[config.mk]
export PLATFORM = sky130hd
export DESIGN_NAME = instruction_buffer
export DESIGN_NICKNAME = d
export VERILOG_FILES = /design/src/rtl/instruction_buffer.sv
export SDC_FILE = /design/constraint.sdc
export NUM_CORES = 1
export LEC_CHECK = 0
export CAP_MARGIN = 20
export CELL_PAD_IN_SITES_DETAIL_PLACEMENT = 0
export CELL_PAD_IN_SITES_GLOBAL_PLACEMENT = 1
export CORE_MARGIN = 5
export CORE_UTILIZATION = 35
export DETAILED_ROUTE_END_ITERATION = 8
export PLACE_DENSITY = 0.64
export SETUP_SLACK_MARGIN = 0.1
export SLEW_MARGIN = 20
export SYNTH_ARGS = -nofsm -noshare
export SYNTH_HDL_FRONTEND = slang
export SYNTH_SLANG_ARGS = --single-unit
[constraint.sdc]
create_clock -name clk -period 3.5 [get_ports clk]
set_input_delay 0.35 -clock clk [delete_from_list [all_inputs] [get_ports clk]]
set_output_delay 0.35 -clock clk [all_outputs]
set_load 0.01 [all_outputs]
[src/rtl/instruction_buffer.sv]
// FWFT FIFO between instruction fetch and the warp scheduler, with almost-full back-pressure and flush.
// Optional statistics outputs are enabled by defining INSTR_BUF_STATS_EN.
module instruction_buffer #(
    parameter int DEPTH         = 16,
    parameter int DATA_WIDTH    = 32,
    parameter int WARP_ID_WIDTH = 6,
    parameter int AF_THRESH     = 12
) (
    input  logic                     clk,
    input  logic                     rst_n,
    input  logic                     flush,
    input  logic [DATA_WIDTH-1:0]    fetch_instr,
    input  logic [WARP_ID_WIDTH-1:0] fetch_warp_id,
    input  logic                     fetch_valid,
    output logic                     fetch_ready,
    output logic                     fetch_almost_full,
    output logic [DATA_WIDTH-1:0]    instr_out,
    output logic [WARP_ID_WIDTH-1:0] instr_warp_id,
    output logic                     instr_valid,
    input  logic                     instr_ready,
    output logic [$clog2(DEPTH):0]   count
`ifdef INSTR_BUF_STATS_EN
    ,
    output logic [$clog2(DEPTH):0]   stat_hwm,
    output logic [31:0]              stat_push_cnt,
    output logic [31:0]              stat_stall_cnt
`endif
);

    localparam int PW = $clog2(DEPTH);
    localparam int CW = PW + 1;
    localparam int EW = DATA_WIDTH + WARP_ID_WIDTH;
    localparam logic [CW-1:0] FULL_CNT = CW'(DEPTH);
    localparam logic [CW-1:0] AF_CNT   = CW'(AF_THRESH);

    logic [EW-1:0] mem [DEPTH];
    logic [PW-1:0] wr_ptr;
    logic [PW-1:0] rd_ptr;
    logic          push;
    logic          pop;
    logic [CW-1:0] count_next;

    assign fetch_ready       = (count != FULL_CNT);
    assign fetch_almost_full = (count >= AF_CNT);
    assign instr_valid       = (count != '0);
    assign push              = fetch_valid && fetch_ready;
    assign pop               = instr_valid && instr_ready;

    assign {instr_out, instr_warp_id} = mem[rd_ptr];

    always_comb begin
        count_next = count;
        if (flush) begin
            count_next = '0;
        end else if (push && !pop) begin
            count_next = count + CW'(1);
        end else if (pop && !push) begin
            count_next = count - CW'(1);
        end
    end

    always_ff @(posedge clk) begin
        if (!rst_n) begin
            wr_ptr <= '0;
            rd_ptr <= '0;
            count  <= '0;
        end else begin
            count <= count_next;
            if (flush) begin
                wr_ptr <= '0;
                rd_ptr <= '0;
            end else begin
                if (push) wr_ptr <= wr_ptr + PW'(1);
                if (pop)  rd_ptr <= rd_ptr + PW'(1);
            end
        end
    end

    // Storage is deliberately left unreset; only the pointers define validity.
    always_ff @(posedge clk) begin
        if (rst_n && push && !flush) begin
            mem[wr_ptr] <= {fetch_instr, fetch_warp_id};
        end
    end

`ifdef INSTR_BUF_STATS_EN
    always_ff @(posedge clk) begin
        if (!rst_n) begin
            stat_hwm       <= '0;
            stat_push_cnt  <= '0;
            stat_stall_cnt <= '0;
        end else begin
            if (flush) begin
                stat_hwm <= '0;
            end else if (count_next > stat_hwm) begin
                stat_hwm <= count_next;
            end
            if (push && !flush) begin
                stat_push_cnt <= stat_push_cnt + 32'd1;
            end
            if (fetch_valid && !fetch_ready && (stat_stall_cnt != '1)) begin
                stat_stall_cnt <= stat_stall_cnt + 32'd1;
            end
        end
    end
`endif

endmodule

==> metrics.yaml <==
sta:
  finalSetupViolCount: 0
  finalCritPeriodShare_pct: 91.21
  tightestPinTransition_ns: 0.7323
  grt_setup_unrepaired: "false"
  drv_slew: 0
  layout_min_cycle_time_ns: 3.192
  clock.fmax_mhz: 313.2
  hold_viol: 0
  timing.slew.headroom_pct: 51.04
  fin_skew_ns: 0.01900
  tns_ns: 0
  worst_slack_ns: 0.3077
final_layout:
  layout.nets: 1257
  final_common_cell: "edfxtp_1"
  layout-drive-gt1-share_pct: 26.14
  final_cell_mix: "edfxtp_1 (608), mux4_2 (152), clkdlybuf4s50_1 (88)"
  syn_to_final_growth_pct: 19.60
synthesis:
  ys_seq_area_share_pct: 78.62
  synth_fp_nets: 1098
  syn_inst: 1044
  synthDistinctLibCells: 35
  synth.ff_latch_count: 625
  avgSynthCellArea_um2: 22.66
  syn_area_um2: 23660
  yosys_warnings: 0
clocking:
  h-tree-depth: 2
  cts_root_buffer: "clkbuf_16"
  insertion_delay_ns: 0.62
  cts_tree: "built"
  tritoncts.num_buffers: 61
  clk_pin_slew_ns: 0.06
  clockBufferDepth: 3
  cts.sinks: 625
routing:
  routed_wl_um: 53930
  final_antenna_net_count: 0
  drc: 0
  num_vias: 11030
  drtIter0Drc: 958
  viasPerCell: 5.176
  drtPass1Iterations: 5
  wl_per_cell_um: 25.31
placement:
  place_congestion: 0.6831
  place.detailed.hpwl_um: 27970
  portBuffers: 88
  place_ws_ns: 0.7314
floorplan:
  die_x_um: 270.0
  dieArea_um2: 72890
  num_rows: 95
  io_pins: 89
  die_h_um: 270.0
  initial_core_util_pct: 35.22
  core_area_um2: 67160
global_routing:
  gr-total-overflow: 0
  grt_max_degree: 53
  antenna_found_initial: 4
  grt_pass1_vias: 11870
  grt_pass1_wl_um: 79130
  grtUsageTotal_pct: 14.53
run_status:
  status: "complete, no violations"
power:
  p_leak_nw: 8.706
  power_density_nw_per_um2: 576.2
  ir_drop_uv: 446.1
worst_setup_path:
  worstPathRequired_ns: 3.15
  end_kind: "primary output"
  critPathKind: "reg2out"
  reg2reg_setup_slack_ns: 0.83
  cp.arrival_ns: 2.84
  cp-start-kind: "flip-flop"
  crit_fanout: 15
run:
  maxCapViolations: 0
hold_path:
  hold_path_class: "in2reg"
[sequential cells by signal, indices dropped and copies added, names as in the netlist, named ones only]
name and count:
mem 608, count 5, rd_ptr 4, wr_ptr 4
[worst max-delay path, stage by stage (launching register included)]
cell             delay (ns)
dfxtp_4                0.61
buf_4                  0.35
mux4_2                 0.35
a22oi_1                0.21
nand2_1                0.16
clkdlybuf4s50_1        0.52
[Yosys cell counts, drive strengths merged]
library cell  number  share of area (%)
edfxtp           608                 77
mux4             152                 14
a22oi             76                2.4
nand2             50               0.79
nor2              31               0.49
buf               28               0.82
clkbuf            24               0.38
dfxtp             17                1.4
ha                10               0.53
inv                6              0.095
a21oi              5               0.11
xor2               5               0.19
nand3              4              0.085
o211ai             4               0.15
nor2b              3              0.079
and3               2              0.053
mux2i              2              0.085
o31ai              2              0.063
or4                2              0.079
xnor2              2              0.074
a211oi             1              0.032
a21boi             1              0.048
a31o               1              0.037
and2               1              0.026
fa                 1              0.085
nand2b             1              0.026
nand3b             1              0.032
nor4               1              0.026
o21ai              1              0.069
or2                1              0.026
or3                1              0.026
[path summary, 6_finish.rpt]
check                                             from                endpoint  cells past startpoint
worst max-delay path                         flip-flop        instr_warp_id[5]                      5
worst min-delay path                             rst_n  wr_ptr[2]$_SDFFE_PP0P_                      3
worst max register to register   count[0]$_SDFFE_PP0P_   count[4]$_SDFFE_PP0P_                      8
worst min register to register  rd_ptr[3]$_SDFFE_PP0P_  rd_ptr[3]$_SDFFE_PP0P_                      2
[layer usage]
metal	global-route usage (%)	wire, um
met1	20.65	24120
met2	23.54	25940
met3	3.003	2966
met4	2.940	877
met5	0	27
[layout make-up]
type                    instances  area, um2
inverters                       6      22.52
flip-flops and latches        625      18610
clock buffers                  75       1579
diodes                          3      7.507
multi-input cells             361       4896
fillers                      5712      38870
clock inverters                40      500.5
repair buffers                148       1589
well taps                     873       1092
[repair_timing]
action                                  4_1_cts  5_1_grt
hold buffers                                  0        0
buffers inserted                              0        6
resized for setup                             1        1
pin swaps                                     0        0
endpoints found under the setup margin        5       22
cloned                                        0        2
[cell families after synthesis]
family / after synthesis / synth area share [%]
flops: 625 / 78.62
mux: 154 / 14.56
simple gates: 98 / 1.745
compound gates: 91 / 2.914
buf+inv: 58 / 1.296
fa+ha+maj: 11 / 0.6135
xor+xnor: 7 / 0.2592
[through the flow]
step	area (um2)	utilization [%]	cells	total power [W]	hold slack, ns
after global routing	28280	42.12	2128	0.01688	0.4941
final	28290	42.13	2131	0.01630	0.4616
after CTS	28160	41.93	2120	0.01644	0.4252
after detailed placement	26080	38.83	2005	0.009716	0.4896
after global placement	26080	38.83	2005	0.009697	0.4783
after floorplan	23660	-	1044	0.009238	0.4489
[power breakdown]
group / total [W] / internal (W) / switching (W) / leakage (nW)
logic: 0.00129 / 0.000667 / 0.000624 / 2.10
clock network: 0.00672 / 0.00396 / 0.00276 / 1.00
registers: 0.00829 / 0.00825 / 0.0000402 / 5.61
total: 0.0163 / 0.0129 / 0.00343 / 8.71
No activity file was read; power rests on OpenSTA's default activity.
